<file path="config.mk">
export PLATFORM = sky130hd
export DESIGN_NAME = seq_ctrl
export DESIGN_NICKNAME = d
export VERILOG_FILES = /design/src/rtl/seq_pkg.sv /design/src/rtl/seq_perf_ctr.sv /design/src/rtl/seq_ctrl.sv
export SDC_FILE = /design/constraint.sdc
export NUM_CORES = 1
export LEC_CHECK = 0
export BUFFER_PORTS_ARGS = -buffer_cell sky130_fd_sc_hd__buf_4
export CAP_MARGIN = 10
export CORE_ASPECT_RATIO = 1.75
export CORE_MARGIN = 2
export CORE_UTILIZATION = 54
export DETAILED_ROUTE_END_ITERATION = 6
export PLACE_DENSITY = 0.95
export SYNTH_ARGS = -nofsm -noshare
export SYNTH_HDL_FRONTEND = slang
export SYNTH_SLANG_ARGS = --single-unit
</file>
<file path="constraint.sdc">
create_clock -name clk -period 5.5 [get_ports clk]
set_input_delay 0.825 -clock clk [delete_from_list [all_inputs] [get_ports clk]]
set_output_delay 0.825 -clock clk [all_outputs]
set_load 0.1 [all_outputs]
</file>
<file path="src/rtl/seq_pkg.sv">
// Shared definitions for the Y86-64 SEQ sequencer:
// status codes, FSM state encoding and instruction codes.
package seq_pkg;

  localparam logic [2:0] STAT_AOK = 3'd1;
  localparam logic [2:0] STAT_HLT = 3'd2;
  localparam logic [2:0] STAT_ADR = 3'd3;
  localparam logic [2:0] STAT_INS = 3'd4;

  localparam logic [2:0] ST_IDLE    = 3'd0;
  localparam logic [2:0] ST_FETCH   = 3'd1;
  localparam logic [2:0] ST_DECODE  = 3'd2;
  localparam logic [2:0] ST_EXECUTE = 3'd3;
  localparam logic [2:0] ST_MEMORY  = 3'd4;
  localparam logic [2:0] ST_WB      = 3'd5;
  localparam logic [2:0] ST_PCUPD   = 3'd6;
  localparam logic [2:0] ST_STOPPED = 3'd7;

  typedef enum logic [2:0] {
    S_IDLE      = ST_IDLE,
    S_FETCH     = ST_FETCH,
    S_DECODE    = ST_DECODE,
    S_EXECUTE   = ST_EXECUTE,
    S_MEMORY    = ST_MEMORY,
    S_WRITEBACK = ST_WB,
    S_PCUPD     = ST_PCUPD,
    S_STOPPED   = ST_STOPPED
  } state_t;

  localparam logic [3:0] I_HALT   = 4'h0;
  localparam logic [3:0] I_NOP    = 4'h1;
  localparam logic [3:0] I_RRMOVQ = 4'h2;
  localparam logic [3:0] I_IRMOVQ = 4'h3;
  localparam logic [3:0] I_RMMOVQ = 4'h4;
  localparam logic [3:0] I_MRMOVQ = 4'h5;
  localparam logic [3:0] I_OPQ    = 4'h6;
  localparam logic [3:0] I_JXX    = 4'h7;
  localparam logic [3:0] I_CALL   = 4'h8;
  localparam logic [3:0] I_RET    = 4'h9;
  localparam logic [3:0] I_PUSHQ  = 4'hA;
  localparam logic [3:0] I_POPQ   = 4'hB;

  function automatic logic is_busy(state_t s);
    return !(s == S_IDLE || s == S_STOPPED);
  endfunction

endpackage

</file>
<file path="src/rtl/seq_perf_ctr.sv">
// Wrapping cycle and retired-instruction counters
// for the SEQ sequencer.
module seq_perf_ctr #(
  parameter int CNT_W = 32
) (
  input  logic             clk,
  input  logic             rst,
  input  logic             busy,
  input  logic             retire,
  output logic [CNT_W-1:0] cycle_cnt,
  output logic [CNT_W-1:0] instr_cnt
);

  always_ff @(posedge clk) begin
    if (rst) begin
      cycle_cnt <= '0;
      instr_cnt <= '0;
    end else begin
      if (busy)
        cycle_cnt <= cycle_cnt + 1'b1;
      if (retire)
        instr_cnt <= instr_cnt + 1'b1;
    end
  end

endmodule

</file>
<file path="src/rtl/seq_ctrl.sv">
// Multi-cycle SEQ sequencer: one stage strobe per cycle,
// owns PC and stat, run/step control, memory timeout.
module seq_ctrl
  import seq_pkg::*;
#(
  parameter logic [63:0] RESET_PC    = 64'h0,
  parameter int          MEM_TIMEOUT = 16,
  parameter int          CNT_W       = 32
) (
  input  logic             clk,
  input  logic             rst,
  input  logic             run,
  input  logic             step,
  input  logic [63:0]      updated_pc,
  input  logic             hlt,
  input  logic             instr_valid,
  input  logic             imem_error,
  input  logic             dmem_error,
  input  logic             mem_ready,
  output logic             fetch_en,
  output logic             decode_en,
  output logic             execute_en,
  output logic             mem_en,
  output logic             wb_en,
  output logic             pc_en,
  output logic [63:0]      pc,
  output logic [2:0]       stat,
  output logic             busy,
  output logic [CNT_W-1:0] cycle_cnt,
  output logic [CNT_W-1:0] instr_cnt
);

  localparam logic [7:0] TMO_LAST = 8'(MEM_TIMEOUT - 1);

  state_t      state, state_nxt;
  logic        mode_cont, mode_nxt;
  logic [63:0] pc_nxt;
  logic [2:0]  stat_nxt;
  logic [7:0]  wait_cnt, wait_nxt;
  logic        retire;
  logic [5:0]  en_q;

  always_ff @(posedge clk) begin
    if (rst) begin
      state     <= S_IDLE;
      mode_cont <= 1'b0;
      pc        <= RESET_PC;
      stat      <= STAT_AOK;
      wait_cnt  <= '0;
      en_q      <= '0;
    end else begin
      state     <= state_nxt;
      mode_cont <= mode_nxt;
      pc        <= pc_nxt;
      stat      <= stat_nxt;
      wait_cnt  <= wait_nxt;
      en_q      <= {state_nxt == S_PCUPD,
                    state_nxt == S_WRITEBACK,
                    state_nxt == S_MEMORY,
                    state_nxt == S_EXECUTE,
                    state_nxt == S_DECODE,
                    state_nxt == S_FETCH};
    end
  end

  always_comb begin
    state_nxt = state;
    mode_nxt  = mode_cont;
    pc_nxt    = pc;
    stat_nxt  = stat;
    wait_nxt  = '0;
    retire    = 1'b0;
    unique case (state)
      S_IDLE: begin
        if (run) begin
          state_nxt = S_FETCH;
          mode_nxt  = 1'b1;
        end else if (step) begin
          state_nxt = S_FETCH;
          mode_nxt  = 1'b0;
        end
      end
      S_FETCH: begin
        // faults leave pc pointing at the offending instruction
        if (imem_error) begin
          state_nxt = S_STOPPED;
          stat_nxt  = STAT_ADR;
        end else if (!instr_valid) begin
          state_nxt = S_STOPPED;
          stat_nxt  = STAT_INS;
        end else if (hlt) begin
          state_nxt = S_STOPPED;
          stat_nxt  = STAT_HLT;
          retire    = 1'b1;
        end else begin
          state_nxt = S_DECODE;
        end
      end
      S_DECODE:  state_nxt = S_EXECUTE;
      S_EXECUTE: state_nxt = S_MEMORY;
      S_MEMORY: begin
        if (dmem_error) begin
          state_nxt = S_STOPPED;
          stat_nxt  = STAT_ADR;
        end else if (mem_ready) begin
          state_nxt = S_WRITEBACK;
        end else if (wait_cnt == TMO_LAST) begin
          state_nxt = S_STOPPED;
          stat_nxt  = STAT_ADR;
        end else begin
          wait_nxt = wait_cnt + 8'd1;
        end
      end
      S_WRITEBACK: state_nxt = S_PCUPD;
      S_PCUPD: begin
        pc_nxt    = updated_pc;
        retire    = 1'b1;
        state_nxt = (mode_cont && run) ? S_FETCH : S_IDLE;
      end
      S_STOPPED: state_nxt = S_STOPPED;
      default:   state_nxt = S_IDLE;
    endcase
  end

  assign fetch_en   = en_q[0];
  assign decode_en  = en_q[1];
  assign execute_en = en_q[2];
  assign mem_en     = en_q[3];
  assign wb_en      = en_q[4];
  assign pc_en      = en_q[5];
  assign busy       = is_busy(state);

  seq_perf_ctr #(.CNT_W(CNT_W)) u_perf (
    .clk       (clk),
    .rst       (rst),
    .busy      (busy),
    .retire    (retire),
    .cycle_cnt (cycle_cnt),
    .instr_cnt (instr_cnt)
  );

endmodule

</file>
==> qor.csv, run 1 <==
metric;value;unit
Chip Height;145;microns
Worst EP arrival;3.28;ns
post-CTS setup buffer count;0;
cell count after synthesis;736;
Peak VDD IR;237;uV
total power;2.76;mW
worst hold stages;1;
DP HPWL;12000;microns
syn_area_per_cell;8.35;sq um
Tmin final;2.95;ns
CTS tree;built;
RD Place Congestion;0.852;
Max-cap violations;0;
Via density;5.60;
Synth cell types;57;
Initial Utilization;55.3;%
register area share after synthesis;48.5;%
first-pass GRT wire length;27400;microns
worst relative slew slack;28.3;%
Worst Path Required;5.83;ns
PwrDens;333;nW/um^2
port buffer count;210;
DRC Markers;0;
die area;12300;sq um
clock root buffer;clkbuf_16;
Clock transition at path regs;0.06;ns
crit end category;flip-flop;
WS Path Type;reg -> reg;
Yosys reg bits;149;
core footprint;11100;sq um
Synth Flop Type;dfxtp_1;
Die X;84.6;microns
Post-Synthesis Cell Area;6140;sq um
GRT Total Usage;27.2;%
Worst Reg2Reg Path Length in Cells;7;
CTS HTree Levels;4;
P_leak;3.27;nW
initial antenna violation count;1;
hold path endpoint;wait_cnt[0]$_SDFF_PP0_;
syn nets;812;
fin util;74.6;%
worst r2r dst;u_perf.instr_cnt[31]$_SDFFE_PP0P_;
Crit Path Max Fanout;66;
CTS Sinks;149;
via count;6023;
GRT Residual Overflow;0;
Hold WC Path Type;reg -> reg;
cts repair resizes;0;
FF-to-FF setup slack;2.55;ns
share of cells above drive strength 1;29.0;%
number of DRC markers in iteration 0;336;
DR pass1 iterations;4;
fin crit share;53.7;%
final setup TNS;0;ns
endpoints failing setup;0;
Layout Nets;1005;
RSZ-0062 raised after global routing;no;
FP Rows;51;
Worst-Skew Late Latency;0.41;ns
vias in the first global route;5742;
Avg WL per Cell;15.8;microns
I/O pin cnt;211;
Slew Limit Fails;0;
Crit Reg-Reg Startpoint;state[1]$_SDFF_PP0_;
number of synthesized flops with an enable pin;0;
worst slew pin tran;1.06;ns
Critical Path Start;state[1]$_SDFF_PP0_;
hold wc startpoint;wait_cnt[0]$_SDFF_PP0_;
Clock Path Buffers;2;
Final Hold Fails;0;
DRT antenna net count;0;
outcome;finished, final reports clean;
Post-synth ARST share;0;%
largest net degree at the start of global routing;67;
synthesis warning total;0;
worst hold margin;0.444;ns
Num CTS Buffers;17;
hold_buf cts;0;
area delta synth->final;34.8;%
Post-Route WL;17000;microns
Final Skew;0.0119;ns
fmax;339;MHz
fill cell count;807;
crit path launch type;flip-flop;
## report_power, final
part / switching, mW / internal, mW
Clock: 0.484 / 0.588
Combinational: 0.401 / 0.135
Sequential: 0.0353 / 1.12
## Yosys cell counts, types with 9 or more instances
cell,count,area [sq um]
a21oi_1,93,465
clkbuf_1,29,109
dfxtp_1,149,2980
inv_1,9,33.8
nand2_1,162,608
nand3_1,15,75.1
nand4_1,26,163
nor2_1,56,210
nor3_1,13,65.1
o21ai_0,20,100
o31ai_1,9,67.6
or3_1,12,75.1
or4_1,10,75.1
xnor2_1,21,184
xor2_1,20,175
## registers in the layout, indices dropped and copies added (netlist names)
| name | count |
|---|---|
| stat | 3 |
| state | 3 |
| u_perf.instr_cnt | 32 |
| mode_cont | 1 |
| wait_cnt | 8 |
| en_q | 6 |
| pc | 64 |
| u_perf.cycle_cnt | 32 |
## cell type report
| cell class | count | area, sq um | area share, % |
|---|---|---|---|
| Sequential cell | 149 | 2980 | 36.0 |
| Multi-Input combinational cell | 536 | 2930 | 35.4 |
| Timing Repair Buffer | 216 | 1620 | 19.6 |
| Clock buffer | 17 | 425 | 5.14 |
| Tap cell | 132 | 165 | 1.99 |
| Clock inverter | 15 | 119 | 1.43 |
| Inverter | 9 | 33.8 | 0.408 |
| Antenna cell | 1 | 2.50 | 0.0302 |
## metal layers
metal  up-vias  part of all wire, %  track usage (%)
met4         0                  4.4             15.2
li1       2922                    -                -
met1      2820                   36             27.4
met5         -                    0                0
met3        49                  5.3             5.80
met2       232                   54             50.3
## critical path, stage by stage (launching register included)
cell     delay [ns]
dfxtp_1        0.53
and3b_2        0.25
buf_4          0.52
a31oi_2        0.08
buf_4          0.22
or4_4          0.57
or4_1          0.50
a21oi_1        0.16
## worst max path at each step
stage	to	slack, ns
6_report	u_perf.instr_cnt[31]$_SDFFE_PP0P_	2.55
5_1_grt	u_perf.instr_cnt[31]$_SDFFE_PP0P_	2.44
4_1_cts	u_perf.instr_cnt[31]$_SDFFE_PP0P_	2.58
3_5_place_dp	u_perf.instr_cnt[31]$_SDFFE_PP0P_	2.63
3_3_place_gp	u_perf.instr_cnt[31]$_SDFFE_PP0P_	2.69
2_1_floorplan	busy	2.63
## logic make-up (layout without fill, tap and decap cells)
kind of cell	count (synthesis)	after routing	share of synthesized area, %
mux	2	2	0.346
other cells	0	1	0
flops	149	149	48.5
compound gates	134	134	12.0
simple gates	356	356	29.0
xor+xnor	41	41	5.84
buf+inv	51	257	3.71
fa+ha+maj	3	3	0.611
## through the flow
step	worst slack (ns)	cell area, sq um	cells
after floorplan	2.63	6140	736
after detailed placement	2.63	7740	1042
after CTS	2.58	8280	1074
after global routing	2.44	8280	1075
after global placement	2.69	7740	1042
final	2.55	8280	1075
## layout by cell type (no fill, tap or decap), drive strengths merged, types with 3 or more instances in the layout
cell type  count
buf          216
nand2        163
dfxtp        149
a21oi         93
nor2          56
nand4         27
xnor2         21
o21ai         21
xor2          20
clkbuf        17
inv           17
or3           16
nand3         15
nor3          13
or4           11
and3          10
o31ai          9
nor2b          8
nor4           7
and4           7
nor4b          5
nand2b         4
and2           4
clkinv         4
or4b           3
ha             3
clkinvlp       3
Note: power is estimated with default switching activity, not from simulation.
==> run 2, diff against run 1 <==
- CORE_UTILIZATION: 54 -> 45
- PLACE_DENSITY: 0.95 -> 0.86
- clock period: 5.5 -> 2.6 ns (I/O delays scaled with it)
==> run 2 against run 1 <==
Global-route usage fell by 5.3 points. First-iteration DRC count fell by 39%. Highest routed layer unchanged. Clock power rose by 150%. Die area rose by 19%. Combinational power rose by 110%. Via count fell by 1.5%. Critical endpoint is now u_perf.cycle_cnt[31]$_SDFFE_PP0P_. Worst setup slack got worse by 2.2 ns. Fmax rose by 31%. Final cell count rose by 4.7%. Clock skew fell by 0.0019 ns. Register-to-register slack got worse by 2.2 ns. Flip-flop and latch count did not move.
==> qor.csv, run 2 (same netlist as run 1, synthesis figures left out) <==
metric;value;unit
vias in the first global route;5389;
Setup WS post-layout;0.349;ns
area delta synth->final;39.2;%
Peak VDD IR;447;uV
Place WS;0.413;ns
Clock Path Buffers;2;
fin crit share;86.6;%
Post-Route WL;16700;microns
WS Path Type;reg -> reg;
Worst Path Required;2.90;ns
RSZ-0062 raised after global routing;no;
CTS Sinks;149;
Worst-Skew Late Latency;0.41;ns
Chip Height;159;microns
Max-cap violations;0;
DRC Markers;0;
Die X;92.3;microns
fmax;444;MHz
Via density;5.27;
Clock transition at path regs;0.06;ns
initial antenna violation count;0;
Top reg by flops;pc;
GRT Residual Overflow;0;
clock root buffer;clkbuf_16;
crit end category;flip-flop;
number of DRC markers in iteration 0;204;
Num CTS Buffers;17;
final setup TNS;0;ns
Layout Nets;1014;
met1 usage;23.2;%
commonest non-fill, non-tap cell in the layout;buf_4;
worst relative slew slack;55.1;%
RD Place Congestion;0.878;
port buffer count;210;
largest net degree at the start of global routing;65;
FP Rows;56;
CTS tree;built;
Avg WL per Cell;14.8;microns
outcome;finished, final reports clean;
Hold WC Path Type;in -> reg;
first-pass GRT wire length;25700;microns
core footprint;13400;sq um
met2 usage;39.5;%
P_leak;3.37;nW
Largest register FFs;64;
cts repair resizes;0;
DR pass1 iterations;6;
met3 usage;5.02;%
via count;5933;
Top Registers;pc (64), u_perf.cycle_cnt (32), u_perf.instr_cnt (32);
Crit Path Max Fanout;15;
endpoints failing setup;0;
CTS HTree Levels;4;
PwrDens;729;nW/um^2
Initial Utilization;45.9;%
hold_buf cts;0;
post-CTS setup buffer count;0;
Final Skew;0.00994;ns
share of cells above drive strength 1;32.8;%
DRT antenna net count;0;
Tmin final;2.25;ns
DP HPWL;12000;microns
die area;14600;sq um
total power;6.24;mW
I/O pin cnt;211;
Slew Limit Fails;0;
worst slew pin tran;0.673;ns
Final Hold Fails;0;
GRT Total Usage;21.9;%
Worst EP arrival;2.55;ns
Most Crowded Layer GR;met2;
crit path launch type;flip-flop;
# diodes;0;
commonest cells after routing, fill and taps aside;224 x buf_4, 162 x nand2_1, 119 x dfxtp_1;
==> run 2: cell types whose count changed in the layout (fill, tap and decap cells not counted), sizes merged <==
cell,before,now
buf,216,225
bufinv,0,4
clkbuf,17,19
clkinv,4,1
clkinvlp,3,4
diode,1,0
inv,17,13
==> run 2: power by group <==
group | internal, mW | switching, mW | total [mW]
clock network | 1.67 | 0.979 | 2.65
registers | 2.37 | 0.0652 | 2.44
logic | 0.298 | 0.853 | 1.15
==> run 2: layout make-up <==
cell class                 count  area (sq um)
sequential                   149          3020
tap                          174           218
fill                        1100          4830
clock buffer                  19           453
timing repair buffer         225          1700
multi-input combinational    536          2930
clock inverter                13           194
inverter                       9          33.8
==> run 2: worst paths after layout <==
path,from,cells past startpoint,endpoint,slack (ns)
worst min register to register,wait_cnt[0]$_SDFF_PP0_,1,wait_cnt[0]$_SDFF_PP0_,0.44
worst max register to register,u_perf.cycle_cnt[4]$_SDFFE_PP0P_,5,u_perf.cycle_cnt[31]$_SDFFE_PP0P_,0.35
worst min-delay path,updated_pc[63],3,pc[63]$_SDFFE_PP0P_,0.22
worst max-delay path,u_perf.cycle_cnt[4]$_SDFFE_PP0P_,5,u_perf.cycle_cnt[31]$_SDFFE_PP0P_,0.35
==> run 2: per-stage QoR <==
stage	std cells	instance area (sq um)	hold WS (ns)	utilization, %
global placement	1093	7910	0.427	59.1
finish	1125	8550	0.219	63.9
global route	1125	8550	0.210	63.9
detailed placement	1093	7910	0.435	59.1
floorplan	736	6180	0.413	-
CTS	1125	8550	0.208	63.9
==> run 2: metal layers <==
layer,share of wire [%],up-vias
met3,5.5,54
met2,53,218
met5,0,-
met1,37,2733
li1,-,2928
met4,4.5,0
==> run 2: worst max-delay path, cell delays in order (launching register included) <==
cell     delay [ns]
dfxtp_2        0.38
and4_1         0.30
and4_1         0.28
nand3_1        0.38
nor4_1         0.42
mux2_2         0.38
==> run 3, diff against run 2 <==
--- a/config.mk
+++ b/config.mk
@@ -8,3 +8,3 @@
 export BUFFER_PORTS_ARGS = -buffer_cell sky130_fd_sc_hd__buf_4
-export CAP_MARGIN = 10
+export CAP_MARGIN = 0
 export CORE_ASPECT_RATIO = 1.75
@@ -13,2 +13,3 @@
 export DETAILED_ROUTE_END_ITERATION = 6
+export HOLD_SLACK_MARGIN = 0.02
 export PLACE_DENSITY = 0.86
==> constraint.sdc (replaced) <==
create_clock -name clk -period 2.6 [get_ports clk]
set_input_delay 0.78 -clock clk [delete_from_list [all_inputs] [get_ports clk]]
set_output_delay 0.78 -clock clk [all_outputs]
set_load 0.1 [all_outputs]
==> run 3 against run 2 <==
Routed wire length is 2.2% higher. Fmax is 8.4% lower. Flip-flop and latch count stayed put. Design area is 0.61% higher. Sequential power hardly changed. First-iteration DRC count is 9.8% lower. Core utilization is 0.39 points higher. Combinational power hardly changed. Final cell count is 0.36% higher. Clock power hardly changed.
==> qor.csv, run 3 (same netlist as run 1, synthesis figures left out) <==
metric;value;unit
outcome;finished, final reports clean;
WS Path Type;reg -> out;
Worst-Skew Late Latency;0.41;ns
commonest cells after routing, fill and taps aside;226 x buf_4, 162 x nand2_1, 117 x dfxtp_1;
worst relative slew slack;56.9;%
DP HPWL;12300;microns
Clock Path Buffers;2;
area delta synth->final;40.1;%
DRC Markers;0;
FF-to-FF setup slack;0.42;ns
Finished Layout Cells;1129;
largest net degree at the start of global routing;65;
Layout Nets;1018;
fmax;407;MHz
Final Skew;0.0121;ns
fin crit share;94.5;%
worst r2r dst;u_perf.instr_cnt[31]$_SDFFE_PP0P_;
Critical Path Start;state[2]$_SDFF_PP0_;
core footprint;13400;sq um
GRT Total Usage;22.4;%
footprint of the multi-input gates;2940;sq um
RSZ-0062 raised after global routing;no;
dpl cells;1097;
CTS tree;built;
Slew Limit Fails;0;
I/O pin cnt;211;
port buffer count;210;
Largest register FFs;64;
CP Capture Point;busy;
Top Registers;pc (64), u_perf.cycle_cnt (32), u_perf.instr_cnt (32);
first-pass GRT wire length;26300;microns
Peak VDD IR;412;uV
DR pass1 iterations;4;
final setup TNS;0;ns
Worst path slowest cell;dfxtp_1;
Top reg by flops;pc;
CTS Sinks;149;
Tmin final;2.46;ns
die area;14600;sq um
RD Place Congestion;0.827;
CP Cell Sequence;nor3_1, buf_4, nor2_2, buf_6;
Chip Height;159;microns
Max-cap violations;0;
Crit Reg-Reg Startpoint;u_perf.instr_cnt[8]$_SDFFE_PP0P_;
crit path launch type;flip-flop;
DRT antenna net count;0;
Worst Reg2Reg Path Length in Cells;5;
FP Rows;56;
endpoints failing setup;0;
Clock transition at path regs;0.06;ns
Initial Utilization;45.9;%
worst slew pin tran;0.646;ns
total power;6.25;mW
vias in the first global route;5525;
Via density;5.31;
number of DRC markers in iteration 0;184;
# diodes;0;
Avg WL per Cell;15.1;microns
PwrDens;726;nW/um^2
Worst Path Required;1.82;ns
clock root buffer;clkbuf_16;
initial antenna violation count;0;
Crit Path Max Fanout;10;
GRT Residual Overflow;0;
Hold WC Path Type;reg -> reg;
Die X;92.3;microns
Final Hold Fails;0;
commonest non-fill, non-tap cell in the layout;buf_4;
share of cells above drive strength 1;33.3;%
via count;6000;
worst hold margin;0.441;ns
worst hold stages;1;
crit end category;output port;
Num CTS Buffers;17;
Worst EP arrival;1.68;ns
CTS HTree Levels;4;
P_leak;3.41;nW
fill cell count;1140;
Post-Route WL;17000;microns
sequential cell area;3020;sq um
crit-path max cell delay;0.49;ns
-- run 3: cell type report --
class / instances / share of cell area [%]
timing repair buffer: 229 / 20.3
inverter: 9 / 0.392
clock buffer: 20 / 5.31
multi-input combinational: 536 / 34.1
tap: 174 / 2.53
sequential: 149 / 35.1
clock inverter: 12 / 2.22
-- run 3: metal layers --
metal | share of wire, % | GRT usage, % | wire (microns) | up-vias
met2 | 54 | 40.7 | 9130 | 204
met5 | 0 | 0 | 0 | -
met3 | 5.2 | 5.11 | 880 | 45
met4 | 3.4 | 11.4 | 586 | 0
met1 | 38 | 24.1 | 6440 | 2796
li1 | - | - | - | 2955
-- run 3: critical path, delay by kind of cell (launching register included) --
kind / cells / cell delay [ns]
buffers and inverters: 2 / 0.46
and+or+nand+nor: 2 / 0.32
DFF: 1 / 0.49
-- run 3: worst min path at each step --
stage	slack, ns	startpoint	end
final	0.44	wait_cnt[0]$_SDFF_PP0_	wait_cnt[0]$_SDFF_PP0_
after global routing	0.47	wait_cnt[0]$_SDFF_PP0_	wait_cnt[0]$_SDFF_PP0_
after CTS	0.45	wait_cnt[0]$_SDFF_PP0_	wait_cnt[0]$_SDFF_PP0_
after detailed placement	0.44	wait_cnt[0]$_SDFF_PP0_	wait_cnt[0]$_SDFF_PP0_
after global placement	0.42	wait_cnt[0]$_SDFF_PP0_	wait_cnt[0]$_SDFF_PP0_
after floorplan	0.41	wait_cnt[0]$_SDFF_PP0_	wait_cnt[0]$_SDFF_PP0_
-- run 3: what timing repair did --
action | in CTS | in global routing
endpoints found under the hold margin | 0 | 0
buffers inserted | 0 | 0
gates resized for setup | 2 | 1
hold buffers | 0 | 0
setup endpoints to repair | 1 | 1
-- run 3: where the power goes --
part           internal [mW]  leakage [nW]  total, mW  switching [mW]
clock                   1.68         0.314       2.65           0.972
sequential              2.37          1.22       2.45          0.0792
combinational          0.304          1.88       1.15           0.845
-- run 3: through the flow --
stage	area, sq um	setup WS [ns]	utilization, %
2_1_floorplan	6180	0.00642	-
3_3_place_gp	7950	0.0612	59.4
3_5_place_dp	7950	0.0521	59.4
4_1_cts	8610	0.0478	64.3
5_1_grt	8610	0.0274	64.3
6_report	8610	0.143	64.3
